`config.mk`:
```
export PLATFORM = sky130hd
export DESIGN_NAME = rl_pair_scheduler_flat
export DESIGN_NICKNAME = d
export VERILOG_FILES = /design/src/rtl/rl_pair_scheduler_if.sv /design/src/rtl/rl_pair_scheduler.sv /design/src/flat_wrapper.sv
export SDC_FILE = /design/constraint.sdc
export NUM_CORES = 1
export LEC_CHECK = 0
export ABC_AREA = 1
export ABC_CLOCK_PERIOD_IN_PS = 2550
export BUFFER_PORTS_ARGS = -buffer_cell sky130_fd_sc_hd__buf_2
export CAP_MARGIN = 20
export CORE_ASPECT_RATIO = 1.4
export CORE_MARGIN = 2
export CORE_UTILIZATION = 40
export CTS_BUF_LIST = sky130_fd_sc_hd__clkbuf_4 sky130_fd_sc_hd__clkbuf_8 sky130_fd_sc_hd__clkbuf_16
export CTS_CLUSTER_DIAMETER = 30
export DETAILED_ROUTE_END_ITERATION = 10
export GPL_TIMING_DRIVEN = 0
export PLACE_DENSITY = 0.54
export SETUP_SLACK_MARGIN = 0.3
export SLEW_MARGIN = 15
export SYNTH_ARGS = -nofsm -noshare
export SYNTH_HDL_FRONTEND = slang
export SYNTH_SLANG_ARGS = --single-unit
```
`constraint.sdc`:
```
create_clock -name clk -period 2.55 [get_ports clk]
set_input_delay 0.3825 -clock clk [delete_from_list [all_inputs] [get_ports clk]]
set_output_delay 0.3825 -clock clk [all_outputs]
set_load 0.02 [all_outputs]
```
`src/rtl/rl_pair_scheduler_if.sv`:
```
// Request/address/status bundle between a pass controller and the pair scheduler.
// The slave modport is the scheduler side; the master modport is the controller side.
interface rl_pair_scheduler_if #(
    parameter int ADDR_WIDTH = 9
);
    logic                  start;
    logic [ADDR_WIDTH-1:0] home_last;
    logic [ADDR_WIDTH-1:0] nbr_last;
    logic                  stall;
    logic                  force_valid;
    logic                  rden;
    logic [ADDR_WIDTH-1:0] home_rdaddr;
    logic [ADDR_WIDTH-1:0] neighbor_rdaddr;
    logic                  r2_enable;
    logic                  busy;
    logic                  done;

    modport master (
        output start, home_last, nbr_last, stall, force_valid,
        input  rden, home_rdaddr, neighbor_rdaddr, r2_enable, busy, done
    );

    modport slave (
        input  start, home_last, nbr_last, stall, force_valid,
        output rden, home_rdaddr, neighbor_rdaddr, r2_enable, busy, done
    );
endinterface

```
`src/rtl/rl_pair_scheduler.sv`:
```
// Walks every (home, neighbor) BRAM address pair of a pass, neighbor-fastest,
// then waits until every issued pair has been retired before pulsing done.
module rl_pair_scheduler #(
    parameter int ADDR_WIDTH = 9,
    parameter int CNT_WIDTH  = 2*ADDR_WIDTH+1
) (
    input  logic                 clk,
    input  logic                 rst,
    rl_pair_scheduler_if.slave   bus
);

    typedef enum logic [1:0] {
        IDLE  = 2'd0,
        ISSUE = 2'd1,
        DRAIN = 2'd2,
        DONE  = 2'd3
    } state_e;

    localparam logic [ADDR_WIDTH-1:0] ADDR_ONE = ADDR_WIDTH'(1);
    localparam logic [CNT_WIDTH-1:0]  CNT_ONE  = CNT_WIDTH'(1);

    state_e                state_q, state_d;
    logic [ADDR_WIDTH-1:0] home_lim_q, home_lim_d;
    logic [ADDR_WIDTH-1:0] nbr_lim_q, nbr_lim_d;
    logic [ADDR_WIDTH-1:0] home_ptr_q, home_ptr_d;
    logic [ADDR_WIDTH-1:0] nbr_ptr_q, nbr_ptr_d;
    logic [ADDR_WIDTH-1:0] home_addr_q, home_addr_d;
    logic [ADDR_WIDTH-1:0] nbr_addr_q, nbr_addr_d;
    logic [CNT_WIDTH-1:0]  issued_q, issued_d;
    logic [CNT_WIDTH-1:0]  retired_q, retired_d;
    logic                  rden_q, rden_d;
    logic                  r2_q, r2_d;
    logic                  busy_q, busy_d;
    logic                  done_q, done_d;

    logic                  issue_fire;
    logic                  last_pair;
    logic [ADDR_WIDTH-1:0] cur_home, cur_nbr;
    logic [ADDR_WIDTH-1:0] cur_home_lim, cur_nbr_lim;

    always_comb begin
        state_d      = state_q;
        home_lim_d   = home_lim_q;
        nbr_lim_d    = nbr_lim_q;
        home_ptr_d   = home_ptr_q;
        nbr_ptr_d    = nbr_ptr_q;
        home_addr_d  = home_addr_q;
        nbr_addr_d   = nbr_addr_q;
        issued_d     = issued_q;
        retired_d    = retired_q;
        rden_d       = 1'b0;
        r2_d         = rden_q;
        issue_fire   = 1'b0;
        last_pair    = 1'b0;
        cur_home     = home_ptr_q;
        cur_nbr      = nbr_ptr_q;
        cur_home_lim = home_lim_q;
        cur_nbr_lim  = nbr_lim_q;

        // The accepting edge itself issues pair (0,0), so rden rises the cycle after start.
        unique case (state_q)
            IDLE: begin
                if (bus.start) begin
                    home_lim_d   = bus.home_last;
                    nbr_lim_d    = bus.nbr_last;
                    issued_d     = '0;
                    retired_d    = '0;
                    cur_home     = '0;
                    cur_nbr      = '0;
                    cur_home_lim = bus.home_last;
                    cur_nbr_lim  = bus.nbr_last;
                    issue_fire   = 1'b1;
                    state_d      = ISSUE;
                end
            end
            ISSUE: begin
                issue_fire = !bus.stall;
            end
            DRAIN: begin
                if (retired_q == issued_q) begin
                    state_d = DONE;
                end
            end
            DONE: begin
                state_d = IDLE;
            end
            default: begin
                state_d = IDLE;
            end
        endcase

        if (state_q != IDLE && bus.force_valid) begin
            retired_d = retired_q + CNT_ONE;
        end

        last_pair = (cur_home == cur_home_lim) && (cur_nbr == cur_nbr_lim);

        if (issue_fire) begin
            rden_d      = 1'b1;
            home_addr_d = cur_home;
            nbr_addr_d  = cur_nbr;
            issued_d    = issued_d + CNT_ONE;
            if (cur_nbr == cur_nbr_lim) begin
                nbr_ptr_d  = '0;
                home_ptr_d = cur_home + ADDR_ONE;
            end else begin
                nbr_ptr_d  = cur_nbr + ADDR_ONE;
                home_ptr_d = cur_home;
            end
            if (last_pair) begin
                state_d = DRAIN;
            end
        end

        busy_d = (state_d != IDLE);
        done_d = (state_d == DONE);
    end

    always_ff @(posedge clk) begin
        if (rst) begin
            state_q     <= IDLE;
            home_lim_q  <= '0;
            nbr_lim_q   <= '0;
            home_ptr_q  <= '0;
            nbr_ptr_q   <= '0;
            home_addr_q <= '0;
            nbr_addr_q  <= '0;
            issued_q    <= '0;
            retired_q   <= '0;
            rden_q      <= 1'b0;
            r2_q        <= 1'b0;
            busy_q      <= 1'b0;
            done_q      <= 1'b0;
        end else begin
            state_q     <= state_d;
            home_lim_q  <= home_lim_d;
            nbr_lim_q   <= nbr_lim_d;
            home_ptr_q  <= home_ptr_d;
            nbr_ptr_q   <= nbr_ptr_d;
            home_addr_q <= home_addr_d;
            nbr_addr_q  <= nbr_addr_d;
            issued_q    <= issued_d;
            retired_q   <= retired_d;
            rden_q      <= rden_d;
            r2_q        <= r2_d;
            busy_q      <= busy_d;
            done_q      <= done_d;
        end
    end

    assign bus.rden            = rden_q;
    assign bus.home_rdaddr     = home_addr_q;
    assign bus.neighbor_rdaddr = nbr_addr_q;
    assign bus.r2_enable       = r2_q;
    assign bus.busy            = busy_q;
    assign bus.done            = done_q;

endmodule

```
`src/flat_wrapper.sv`:
```
// flat-port wrapper written by rule: the top's interface ports become plain ports
module rl_pair_scheduler_flat 
#(
    parameter int ADDR_WIDTH = 9,
    parameter int CNT_WIDTH  = 2*ADDR_WIDTH+1
)
  (clk, rst, bus_start, bus_home_last, bus_nbr_last, bus_stall, bus_force_valid, bus_rden, bus_home_rdaddr, bus_neighbor_rdaddr, bus_r2_enable, bus_busy, bus_done);
  rl_pair_scheduler_if #(.ADDR_WIDTH(ADDR_WIDTH)) bus_i ();
  input  logic clk;
  input  logic rst;
  input wire logic [$bits(bus_i.start)-1:0] bus_start;
  input wire logic [$bits(bus_i.home_last)-1:0] bus_home_last;
  input wire logic [$bits(bus_i.nbr_last)-1:0] bus_nbr_last;
  input wire logic [$bits(bus_i.stall)-1:0] bus_stall;
  input wire logic [$bits(bus_i.force_valid)-1:0] bus_force_valid;
  output wire logic [$bits(bus_i.rden)-1:0] bus_rden;
  output wire logic [$bits(bus_i.home_rdaddr)-1:0] bus_home_rdaddr;
  output wire logic [$bits(bus_i.neighbor_rdaddr)-1:0] bus_neighbor_rdaddr;
  output wire logic [$bits(bus_i.r2_enable)-1:0] bus_r2_enable;
  output wire logic [$bits(bus_i.busy)-1:0] bus_busy;
  output wire logic [$bits(bus_i.done)-1:0] bus_done;
  assign bus_i.start = bus_start;
  assign bus_i.home_last = bus_home_last;
  assign bus_i.nbr_last = bus_nbr_last;
  assign bus_i.stall = bus_stall;
  assign bus_i.force_valid = bus_force_valid;
  assign bus_rden = bus_i.rden;
  assign bus_home_rdaddr = bus_i.home_rdaddr;
  assign bus_neighbor_rdaddr = bus_i.neighbor_rdaddr;
  assign bus_r2_enable = bus_i.r2_enable;
  assign bus_busy = bus_i.busy;
  assign bus_done = bus_i.done;
  rl_pair_scheduler #(.ADDR_WIDTH(ADDR_WIDTH), .CNT_WIDTH(CNT_WIDTH)) u_core (.clk(clk), .rst(rst), .bus(bus_i));
endmodule
```
==> results.ini <==
[global_routing]
overflow=0
grtUsageTotal_pct=24.4
number_of_global_route_vias_before_repair=5594
grt_pass1_wl_um=27400
maximum_number_of_pins_on_one_net_before_global_route_repair=18
number_of_antenna_violations_at_the_first_check_in_global_routing=0

[pwr]
leakagePower_nw=2.65
ir_worst_vdd_mv=0.299
power_density_nw_per_um2=553
final_total_power_mw=3.46

[yosys]
synth_nets=858
postSynthCellCount=831
netlist_area_um2=5460
synth_seq_area_share_pct=35.9
postSynthAreaPerCell_um2=6.57
synth.yosys.warnings=0
ys_types=46
postSynthRegisterBits=98

[die]
core-area_um2=13300
die_span_in_y_um=142
die_x_um=103
die_area_um2=14600
io_pins=45
core.rowCount=50
start_util_pct=41.0

[sta]
rsz_0062_raised_after_global_routing=true
slew_headroom_pct=52.7
finalSetupViolations=0
slew_at_the_pin_closest_to_its_max_slew_limit_ns=0.704
fin_crit_sh_pct=84.1
fmaxAchievable_ghz=0.467
slew_viol_final=0
finClkSkew_ns=0.0127
final.min_clock_period_ns=2.14
hold_viol_final=0

[clock_network]
post_cts_clock_slew_at_the_launch_and_capture_registers_of_the_worst_setup_and_hold_paths_ns=0.07
tritoncts_num_sinks=98
numCtsBuffers=9
ctsLongestPathBuffers=2
cts.htree.levels=3
clockRootBuffer=sky130_fd_sc_hd__clkbuf_16
cts_hold_buffers=0
clk_latency_ns=0.36
tritoncts=yes

[drt]
postRouteWirelength_um=17000
drt_pass1_iterations=7
drt_drc_violations_left=0
viasPerCell=5.23
first_iter_violations=194
wl_per_cell_um=15.9
antenna_violating_nets_post_route=0
routed-via-count=5621

[run]
max-cap-violations=0

[layout]
drive_above_1_share_pct=13.8
layout.cells.most_common_list=sky130_fd_sc_hd__nand2_1, sky130_fd_sc_hd__nor2_1, sky130_fd_sc_hd__inv_1
insertedDiodeCount=0
layout_commonest_cell=sky130_fd_sc_hd__nand2_1
synthToLayoutAreaGrowth_pct=14.7
fillerInstances=1433
post_layout_nonfiller_instances=1074
design.final.nets=914

[place]
place.detailed.hpwl_um=13200
place_congestion=0.957
port-buffer-count=43
dpl.cell_count=1056

[run_status]
status=completed

[worst_setup_path]
crit_arrival_ns=2.39
critical_path.cell_chain=inv_1 > nand2_2 > nor2_4 > buf_6 > nor2_4 > ha_2 > nand4_2 > nor2_2 > nand3_2 > nor3_4 > inv_1 > o21ai_0 > a21oi_1
rrSetupSlack_ns=0.41
worstSetupStartpoint=u_core.state_q[0]
critPathKind=flip-flop to flip-flop
crit-reg2reg-launch=u_core.state_q[0]
cp.required_ns=2.79
critical_path_capture_point_type=flip-flop
worst_path_max_delay_cell=sky130_fd_sc_hd__dfxtp_4
slowest_stage_delay_on_critical_path_ns=0.37
critPathMaxFanout=10
timing.critical_path.from_type=flip-flop

[hold_path]
timing.hold.worst.start=bus_home_last[5]
min-delay-path-class=input pin to flip-flop

-- final timing paths --
check,end,cells after the start
worst max-delay path,u_core.issued_q[14],13
worst min-delay path,u_core.home_lim_q[5],3
worst min register to register,u_core.bus.r2_enable,2
worst max register to register,u_core.issued_q[14],13
-- worst max-delay path: cells and delay by family, from the launching register on --
kind	cells	cell delay (ns)
compound gates	2	0.21
fa+ha+maj	1	0.20
buf+inv	3	0.33
flops	1	0.37
simple gates	7	0.93
-- flip-flops by register name (all words and copies together), names as in the netlist, 2 cells and up --
signal and cells:
u_core.home_lim_q 9, u_core.nbr_lim_q 9, u_core.issued_q 19, u_core.retired_q 19, u_core.bus.home_rdaddr 9, u_core.state_q 2, u_core.home_ptr_q 9, u_core.nbr_ptr_q 9
u_core.bus.neighbor_rdaddr 9
-- routing by layer --
| metal | vias up | GRT usage [%] | part of all wire (%) |
|---|---|---|---|
| met5 | - | 0 | 0 |
| met4 | 0 | 12.2 | 3.2 |
| met3 | 42 | 2.60 | 3.3 |
| met2 | 155 | 44.9 | 53 |
| met1 | 2619 | 27.3 | 41 |
| li1 | 2805 | - | - |
-- power by group --
group,total [mW],internal [mW],switching (mW)
registers,1.61,1.58,0.0269
logic,0.480,0.150,0.331
clock network,1.37,0.702,0.670
-- cells in the mapped netlist (all sizes together) --
cell | number | area (µm²)
o211ai | 5 | 42.5
buf | 16 | 138
a21oi | 60 | 304
dfxtp | 98 | 1960
inv | 109 | 409
clkbuf | 14 | 52.6
xnor2 | 6 | 52.6
xor2 | 6 | 52.6
ha | 4 | 50.1
o22ai | 8 | 50.1
a31oi | 2 | 12.5
nor4 | 3 | 18.8
nor3 | 15 | 96.4
or2 | 2 | 12.5
o211a | 1 | 10.0
a311oi | 1 | 8.76
a21boi | 1 | 7.51
a221oi | 3 | 26.3
nand3 | 65 | 340
and3 | 1 | 6.26
o21bai | 5 | 37.5
nand2 | 208 | 808
nand4 | 13 | 87.6
a211oi | 4 | 30.0
o21ai | 54 | 274
nor2 | 118 | 502
nand3b | 8 | 60.1
a22oi | 1 | 7.51
-- cell families (layout without fill, tap and decap cells) --
group	after synthesis	after routing	share of synthesized area, %
buf+inv	139	200	11.0
simple gates	433	433	35.4
xor+xnor	12	12	1.93
flops	98	98	35.9
compound gates	145	145	14.9
fa+ha+maj	4	4	0.917
-- layout make-up --
| cell class | instances | area, µm² | share of cell area [%] |
|---|---|---|---|
| buffer | 30 | 194 | 3.10 |
| inverter | 109 | 409 | 6.53 |
| timing repair buffer | 45 | 230 | 3.68 |
| sequential | 98 | 1970 | 31.4 |
| clock buffer | 10 | 239 | 3.82 |
| multi-input combinational | 594 | 2950 | 47.0 |
| clock inverter | 6 | 50.0 | 0.799 |
| tap | 182 | 228 | 3.64 |
-- through the flow --
| stage | setup WS, ns | TNS (ns) | util, % | hold slack [ns] | area [µm²] |
|---|---|---|---|---|---|
| floorplan | 0.435 | 0 | - | 0.436 | 5460 |
| global placement | -0.169 | -0.491 | 44.3 | 0.410 | 5900 |
| detailed placement | -0.185 | -0.539 | 44.3 | 0.413 | 5900 |
| CTS | 0.319 | 0 | 46.8 | 0.293 | 6230 |
| global route | 0.264 | 0 | 47.0 | 0.311 | 6260 |
| finish | 0.407 | 0 | 47.0 | 0.290 | 6260 |
-- what timing repair did --
| action | 4_1_cts | 5_1_grt |
|---|---|---|
| resized for setup | 8 | 12 |
| gates cloned | 0 | 0 |
| endpoints found under the setup margin | 9 | 9 |
| endpoints found under the hold margin | 0 | 0 |
| pin swaps | 3 | 4 |
| setup buffers | 2 | 0 |
Note: power is estimated with default switching activity, not from simulation.
